==> src/rtl/poly_byte_encoder_if.sv <==
// Coefficient-in / byte-out handshake bundle for poly_byte_encoder.
// slave: the encoder side; master: the source/sink side.
interface poly_byte_encoder_if;
  logic [15:0] coef_in;
  logic        coef_valid;
  logic        coef_ready;
  logic [7:0]  byte_out;
  logic        byte_valid;
  logic        byte_ready;

  modport slave (
    input  coef_in,
    input  coef_valid,
    input  byte_ready,
    output coef_ready,
    output byte_out,
    output byte_valid
  );

  modport master (
    output coef_in,
    output coef_valid,
    output byte_ready,
    input  coef_ready,
    input  byte_out,
    input  byte_valid
  );
endinterface

==> src/rtl/poly_byte_encoder.sv <==
// Streaming ByteEncode_d packer: d-bit coefficients in, LSB-first bytes out.
// Optional macro ENCODE_MODQ_EN: subtract KYBER_Q once from inputs >= q at d=12.
module poly_byte_encoder #(
  parameter int D_MAX   = 12,
  parameter int N_COEF  = 256,
  parameter int KYBER_Q = 3329
) (
  input  logic                 clk,
  input  logic                 rst,
  input  logic                 start,
  input  logic [3:0]           d_sel,
  poly_byte_encoder_if.slave   bus,
  output logic                 busy,
  output logic                 done,
  output logic                 err
);

  localparam int ACC_W  = D_MAX + 7;
  localparam int BITS_W = $clog2(ACC_W + 1);
  localparam int CNT_W  = $clog2(N_COEF + 1);

  typedef enum logic {IDLE, RUN} state_t;

  state_t              state_q, state_d;
  logic [ACC_W-1:0]    acc_q, acc_d;
  logic [BITS_W-1:0]   acc_bits_q, acc_bits_d;
  logic [CNT_W-1:0]    coef_cnt_q, coef_cnt_d;
  logic [3:0]          d_r_q, d_r_d;
  logic                err_q, err_d;

  logic                run;
  logic                byte_valid_w;
  logic                emit;
  logic                coef_ready_w;
  logic                accept;
  logic                done_w;
  logic                d_legal;
  logic [15:0]         coef_red;
  logic [15:0]         coef_mask;
  logic [ACC_W-1:0]    masked;
  logic [BITS_W-1:0]   d_ext;

  // Handshake decode and coefficient conditioning for the current cycle.
  always_comb begin
    run          = (state_q == RUN);
    byte_valid_w = run && (acc_bits_q >= BITS_W'(8));
    emit         = byte_valid_w && bus.byte_ready;
    coef_ready_w = run
                && (coef_cnt_q < CNT_W'(N_COEF))
                && ((acc_bits_q < BITS_W'(8))
                 || (emit && (acc_bits_q < BITS_W'(16))));
    accept       = coef_ready_w && bus.coef_valid;
    done_w       = run
                && (coef_cnt_q == CNT_W'(N_COEF))
                && (acc_bits_q == '0);
    d_legal      = (d_sel != 4'd0) && (int'(d_sel) <= D_MAX);
    d_ext        = BITS_W'(d_r_q);
    coef_red     = bus.coef_in;
`ifdef ENCODE_MODQ_EN
    if ((d_r_q == 4'd12) && (bus.coef_in >= 16'(KYBER_Q)))
      coef_red = bus.coef_in - 16'(KYBER_Q);
`endif
    coef_mask    = (16'd1 << d_r_q) - 16'd1;
    masked       = ACC_W'(coef_red & coef_mask);
  end

  // Next-state: start/err handling in IDLE, shift/append in RUN.
  always_comb begin
    state_d    = state_q;
    acc_d      = acc_q;
    acc_bits_d = acc_bits_q;
    coef_cnt_d = coef_cnt_q;
    d_r_d      = d_r_q;
    err_d      = 1'b0;
    unique case (state_q)
      IDLE: begin
        if (start) begin
          if (d_legal) begin
            state_d    = RUN;
            acc_d      = '0;
            acc_bits_d = '0;
            coef_cnt_d = '0;
            d_r_d      = d_sel;
          end else begin
            err_d = 1'b1;
          end
        end
      end
      RUN: begin
        if (done_w) begin
          state_d = IDLE;
        end else if (emit && accept) begin
          acc_d      = (acc_q >> 8)
                     | (masked << (acc_bits_q - BITS_W'(8)));
          acc_bits_d = acc_bits_q + d_ext - BITS_W'(8);
          coef_cnt_d = coef_cnt_q + CNT_W'(1);
        end else if (emit) begin
          acc_d      = acc_q >> 8;
          acc_bits_d = acc_bits_q - BITS_W'(8);
        end else if (accept) begin
          acc_d      = acc_q | (masked << acc_bits_q);
          acc_bits_d = acc_bits_q + d_ext;
          coef_cnt_d = coef_cnt_q + CNT_W'(1);
        end
      end
    endcase
  end

  // State register; reset discards any partial polynomial.
  always_ff @(posedge clk) begin
    if (rst) begin
      state_q    <= IDLE;
      acc_q      <= '0;
      acc_bits_q <= '0;
      coef_cnt_q <= '0;
      d_r_q      <= '0;
      err_q      <= 1'b0;
    end else begin
      state_q    <= state_d;
      acc_q      <= acc_d;
      acc_bits_q <= acc_bits_d;
      coef_cnt_q <= coef_cnt_d;
      d_r_q      <= d_r_d;
      err_q      <= err_d;
    end
  end

  assign bus.coef_ready = coef_ready_w;
  assign bus.byte_valid = byte_valid_w;
  assign bus.byte_out   = acc_q[7:0];
  assign busy           = run;
  assign done           = done_w;
  assign err            = err_q;

endmodule

==> src/flat_wrapper.sv <==
// flat-port wrapper written by rule: the top's interface ports become plain ports
module poly_byte_encoder_flat 
#(
  parameter int D_MAX   = 12,
  parameter int N_COEF  = 256,
  parameter int KYBER_Q = 3329
)
  (clk, rst, start, d_sel, busy, done, err, bus_coef_in, bus_coef_valid, bus_byte_ready, bus_coef_ready, bus_byte_out, bus_byte_valid);
  poly_byte_encoder_if bus_i ();
  input  logic clk;
  input  logic rst;
  input  logic start;
  input  logic [3:0] d_sel;
  output logic busy;
  output logic done;
  output logic err;
  input wire logic [$bits(bus_i.coef_in)-1:0] bus_coef_in;
  input wire logic [$bits(bus_i.coef_valid)-1:0] bus_coef_valid;
  input wire logic [$bits(bus_i.byte_ready)-1:0] bus_byte_ready;
  output wire logic [$bits(bus_i.coef_ready)-1:0] bus_coef_ready;
  output wire logic [$bits(bus_i.byte_out)-1:0] bus_byte_out;
  output wire logic [$bits(bus_i.byte_valid)-1:0] bus_byte_valid;
  assign bus_i.coef_in = bus_coef_in;
  assign bus_i.coef_valid = bus_coef_valid;
  assign bus_i.byte_ready = bus_byte_ready;
  assign bus_coef_ready = bus_i.coef_ready;
  assign bus_byte_out = bus_i.byte_out;
  assign bus_byte_valid = bus_i.byte_valid;
  poly_byte_encoder #(.D_MAX(D_MAX), .N_COEF(N_COEF), .KYBER_Q(KYBER_Q)) u_core (.clk(clk), .rst(rst), .start(start), .d_sel(d_sel), .bus(bus_i), .busy(busy), .done(done), .err(err));
endmodule
==> config.mk <==
export PLATFORM = sky130hd
export DESIGN_NAME = poly_byte_encoder_flat
export DESIGN_NICKNAME = d
export VERILOG_FILES = /design/src/rtl/poly_byte_encoder_if.sv /design/src/rtl/poly_byte_encoder.sv /design/src/flat_wrapper.sv
export SDC_FILE = /design/constraint.sdc
export NUM_CORES = 1
export LEC_CHECK = 0
export BUFFER_PORTS_ARGS = -buffer_cell sky130_fd_sc_hd__buf_2
export CAP_MARGIN = 5
export CORE_MARGIN = 2
export CORE_UTILIZATION = 60
export CTS_CLUSTER_SIZE = 16
export DETAILED_ROUTE_END_ITERATION = 16
export GPL_ROUTABILITY_DRIVEN = 0
export MAX_ROUTING_LAYER = met4
export PLACE_DENSITY = 0.89
export SYNTH_ARGS = -nofsm -noshare
export SYNTH_HDL_FRONTEND = slang
export SYNTH_SLANG_ARGS = --single-unit
==> constraint.sdc <==
create_clock -name clk -period 8.6 [get_ports clk]
set_clock_uncertainty 0.15 [all_clocks]
set_input_delay 0.86 -clock clk [delete_from_list [all_inputs] [get_ports clk]]
set_output_delay 0.86 -clock clk [all_outputs]
set_load 0.1 [all_outputs]
### Word level (Yosys, flattened, before mapping)

Cells that the tools add are included.
Widths: inputs -> output; s select.

* register bits: 39
* output and inout bits: 13
* logic and storage cells: 74

* add/sub/neg operators: 5
* order comparisons: 5
* equal/unequal tests: 7
* shifts and indexed selects: 3
* multiplexer cells: 26
* bitwise gates (word level): 5
* reductions and logical operators: 17

Operators with widths (count)
* $mux 19: 6
* $mux 9: 6
* $pmux 19 s2: 1
* $shl 19x5->19: 2
* $mux 5: 6
* $or 11x19->19: 1
* $or 19x19->19: 1
* $pmux 9 s2: 1
* $and 16x16->16: 1
* $shl 1x4->16 const A: 1
* $sub 16x1->16 const B: 1
* $logic_and 1x1->1: 10
* $pmux 5 s2: 1
* $sub 5x4->5 const B: 2
* $add 9x1->9 const B: 1
* $eq 9x9->1 const B: 1
* $lt 9x9->1 const B: 1
* $ne 3x3->1 const B: 2
* $add 5x4->5: 1
* $ge 5x4->1 const B: 1
* $logic_not 5->1: 1
* $lt 5x4->1 const B: 1
* $lt 5x5->1 const B: 1
* $reduce_and 5->1: 1
* other kinds (12): 17

### Longest topological paths before layout

* word-level depth: 12
* mapped depth: 14
* gate-level depth less buffers: 10

### Worst setup path after synthesis

OpenSTA, ideal clock, no wires.

* kind: reg-to-output
* from: register u_core.state_q, in the netlist u_core.busy
* to: output bus_byte_valid
* arrival: 3.610 ns
* required time: 7.590 ns
* path slack: 3.980 ns
* cell stages (with the launch flop): 3
* buffers on the path: 1
* path through: dfxtp_1 -> clkbuf_1 -> a21boi_0

* word-level cells in the longest chain between the ends: 1

RTL lines
* start, declared: RTL line poly_byte_encoder.sv:24 `state_t state_q, state_d;`
* start signal, assigned: RTL line poly_byte_encoder.sv:119 `state_q <= state_d;`
* $logic_and 1x1->1: RTL line poly_byte_encoder.sv:46 `byte_valid_w = run && (acc_bits_q >= BITS_W'(8));`
* end, declared: RTL line flat_wrapper.sv:22 `output wire logic [$bits(bus_i.byte_valid)-1:0] bus_byte_valid;`

Every way passes these cells.

### Worst setup path in the final report

* from: register u_core.d_r_q[2]
* to: register u_core.acc_q[18]

* word-level cells in the longest chain between the ends: 10
* elaborated cells on any way between the ends: 12
* classes of those cells: 1 x add/sub; 3 x shift; 5 x mux; 3 x bitwise

RTL lines
* start, declared: RTL line poly_byte_encoder.sv:28 `logic [3:0] d_r_q, d_r_d;`
* start signal, assigned: RTL line poly_byte_encoder.sv:123 `d_r_q <= d_r_d;`
* $shl 1x4->16 (*): RTL line poly_byte_encoder.sv:63 `coef_mask = (16'd1 << d_r_q) - 16'd1;`
* $sub 16x1->16 (*): RTL line poly_byte_encoder.sv:63
* $and 16x16->16 (*): RTL line poly_byte_encoder.sv:64 `masked = ACC_W'(coef_red & coef_mask);`
* $shl 19x5->19: RTL line poly_byte_encoder.sv:101 `acc_d = acc_q | (masked << acc_bits_q);`
* $or 19x19->19: RTL line poly_byte_encoder.sv:101
* $mux 19: RTL line poly_byte_encoder.sv:100 `end else if (accept) begin`
* $mux 19: RTL line poly_byte_encoder.sv:97 `end else if (emit) begin`
* $mux 19 (*): RTL line poly_byte_encoder.sv:92 `end else if (emit && accept) begin`
* $mux 19 (*): RTL line poly_byte_encoder.sv:90 `if (done_w) begin`
* $pmux 19 s2 (*): RTL line poly_byte_encoder.sv:75 `unique case (state_q)`
* end signal, assigned: RTL line poly_byte_encoder.sv:113 `acc_q <= '0;`
* end signal, assigned: RTL line poly_byte_encoder.sv:120 `acc_q <= acc_d;`
* end, declared: RTL line poly_byte_encoder.sv:25 `logic [ACC_W-1:0] acc_q, acc_d;`

Mark *: on every way between the ends. The rest lies on a longest branch, timed or not. The select of a mux whose other input is x is not followed.
A chain may end at the register's enable or synchronous reset.

==> results.md <==
* Outcome: finished, final reports clean
* Worst skew pair latency at 310 ps
* CP Launch Type: flop
* DIE WIDTH at 82.96 um
* Global-route wire length before repair at 17.60 mm
* Number of vias per cell at 7.111
* Reg-to-Reg Start: u_core.d_r_q[2]
* Num CTS Buffers at 5
* CTS tree: done
* Area grow syn2layout at 4.849%
* Critical path class: reg -> reg
* Yosys top cell area share at 20.87%
* Io pins at 38
* Worst-path maximum fanout at 24
* Hold Worst Slack at 328.6 ps
* Cell family with most CP delay: compound AO/OA/AOI/OAI gates
* Hold Path Sink: u_core.acc_q[1]
* Top cells by count, synth: 65 x nand2_1, 53 x nor2_1, 39 x dfxtp_1
* WL per Instance at between 15 and 20 um
* IO buf count at 36
* CP Capture Type: flop
* Die height at 82.96 um
* Drt total wl at 10.69 mm
* Flop2flop setup slack at 4550 ps
* Pwr/cell area at 127.6 nW/um2
* Setup TNS at 0 ps
* Final Non-Filler Cells at approximately 590
* Vias in the first global route at 3,696
* N_diodes at 0
* Grt total ovfl at 0
* Die Area at 6882 um2
* Final setup violation count at 0
* Net count, final at 551
* Critical path, cell by cell: nor2_1 -> nand2_1 -> ha_1 -> or3b_1 -> a21oi_1 -> o21bai_1 -> a31oi_1 -> a222oi_1 -> o311ai_1 -> a311oi_1
* CTS resizes at 0
* Worst-Margin Slew at 898.4 ps
* Initial antenna violation count at 0
* Remaining DRCs at 0
* ANT nets after route at 0
* Core ar. at 5991 um2
* Hold Buf Count CTS at 0
* Max-slew violation count at 0
* Top FF cell, synth: dfxtp_1
* Unrepaired setup endpoints after global routing: no
* Hold Vio Cnt, Final at 0
* Worst Path Arrival at 4110 ps
* Largest net degree at the start of global routing at 39
* Worst path bufs/invs at 0
* Syn avg cell area at 7.222 um2
* Fmax at 246.7 MHz
* Top post-synthesis cells by area: dfxtp_1 21%, nand2_1 6.5%, nor2_1 5.3%, a21oi_1 4.7%, a211oi_1 4.4%
* Post-CTS setup buffer count at 0
* TritonRoute pass-1 iters at 9
* Static Leak at about 1.4 nW
* Synthesized area at 3741 um2
* Max capacitance violation total at 0
* Peak VDD IR at around 81 uV
* Max H-tree Level at 2
* Rows at 28
* Class of the worst hold path: reg -> reg
* Sequential area share after synthesis at 20.87%
* Hold path cells at 2
* Max Buffers Root-to-Sink at 2
* Async S/R FF share, synth at 0%
* Post-synth EDFFs at 0
* Reg2reg end: u_core.acc_q[18]
* Synth warn at 0
* Via count at 4,210
* Yosys reg bits at 39
* Initial Util at 62.45%
* Final Critical Period at 4053 ps
* Share of cells above drive strength 1 at 13.54%
* Clock sinks at 39
* Synthesized net count at 553
* Synth area leader: dfxtp_1
* Clock root buffer: clkbuf_8
* Synth cell types at 77
* CP max stage delay at 830 ps
* Syn Inst Count at 518
* Top-count cell post-synth: nand2_1
* Hold Path Origin: u_core.acc_q[1]
* Max-slew headroom at 40.04%
* DPL Wire Length at 7.557 mm
* Layout Utilization at 65.48%
* Tcrit/Tclk final at 47.13%
* Initial DRC Count at 706
* WP data required at 8660 ps
* Clock Pin Slew Worst Setup and Hold Paths at about 90 ps
* Total GRT Usage at a little under a third
* Worst r2r path cells at 10
* Placed cell count at 584
* Slowest stage cell, crit path: dfxtp_1
## how the worst max path moves through the flow
stage / startpoint / to / slack (ps) / cells after the start
floorplan: u_core.busy / bus_byte_valid / 3980 / 2
CTS: u_core.d_r_q[2] / u_core.acc_q[18] / 4700 / 10
global route: u_core.d_r_q[2] / u_core.acc_q[18] / 4280 / 10
detailed placement: u_core.d_r_q[2] / u_core.acc_q[18] / 4740 / 10
finish: u_core.d_r_q[2] / u_core.acc_q[18] / 4550 / 10
global placement: u_core.d_r_q[2] / u_core.acc_q[18] / 4850 / 10
## where the power goes
part	total [mW]	internal, mW	switching, mW
Sequential	0.195	0.184	0.0106
Combinational	0.143	0.0494	0.0939
Clock	0.163	0.0865	0.0760
Total	0.501	0.320	0.181
## per-layer routing
metal | GRT usage [%] | part of all wire (%) | vias to the layer above
met5 | - | 0 | -
met4 | 12.67 | 3.0 | 0
li1 | - | - | 1943
met2 | 48.68 | 45 | 301
met3 | 4.573 | 11 | 33
met1 | 39.88 | 40 | 1933
## through the flow
step,instance area [um2],worst slack (ps),power (mW)
floorplan,3741,3980,0.3037
global placement,3810,4851,0.3309
detailed placement,3810,4738,0.3360
CTS,3923,4695,0.4942
global route,3923,4283,0.5193
finish,3923,4547,0.5007
## cells by family after synthesis
kind of cell	Yosys count	share of synthesized area [%]
buffers and inverters	62	7.692
muxes	6	1.639
and+or+nand+nor	194	25.99
adders and majority gates	10	3.545
AOI/OAI and AO/OA	196	37.69
DFF	39	20.87
xor gates and xnor gates	11	2.575
## cell usage in the layout, fill, tap and decap left out, drive strengths merged, types with 4 or more instances in the layout
master   netlist  routed
clkbuf        27       5
a21o           9       9
o311ai         4       4
nand4          4       4
and2           7       7
dfxtp         39      39
and4           4       4
nand3          8       8
o21a           5       5
a2111oi        4       4
a21oi         36      36
xor2           7       7
buf           23      41
a211o          4       4
a31oi          7       7
o211ai        15      15
a21boi         4       4
ha             9       9
nor2          53      53
nor4b          4       4
o22ai          5       5
nor2b          9       9
or2            6       6
a211oi        24      24
o21ai         28      28
o2111ai        5       5
xnor2          4       4
a221oi         4       4
nand2b         4       4
nor3          10      10
mux2i          5       5
a311oi         9       9
o32ai          4       4
nand2         65      65
inv           12      12
## layout make-up
type | count | area [um2]
clock buffer | 5 | 68.82
tap | 75 | 93.84
clock inverter | 3 | 43.79
sequential | 39 | 780.7
fill | 510 | 2068
timing repair buffer | 41 | 217.7
inverter | 12 | 45.04
multi-input combinational | 417 | 2673
## worst min-delay path, delay by kind of cell, from the launching register on
family,cells,cell delay (ps)
AO/OA/AOI/OAI,2,120
flip-flops,1,310
## state kept, by name (all words and copies together), names as in the netlist
register,count
u_core.busy,1
u_core.coef_cnt_q,9
u_core.acc_bits_q,5
u_core.d_r_q,4
u_core.err,1
u_core.acc_q,19
Power figures use the tool's default switching activity.
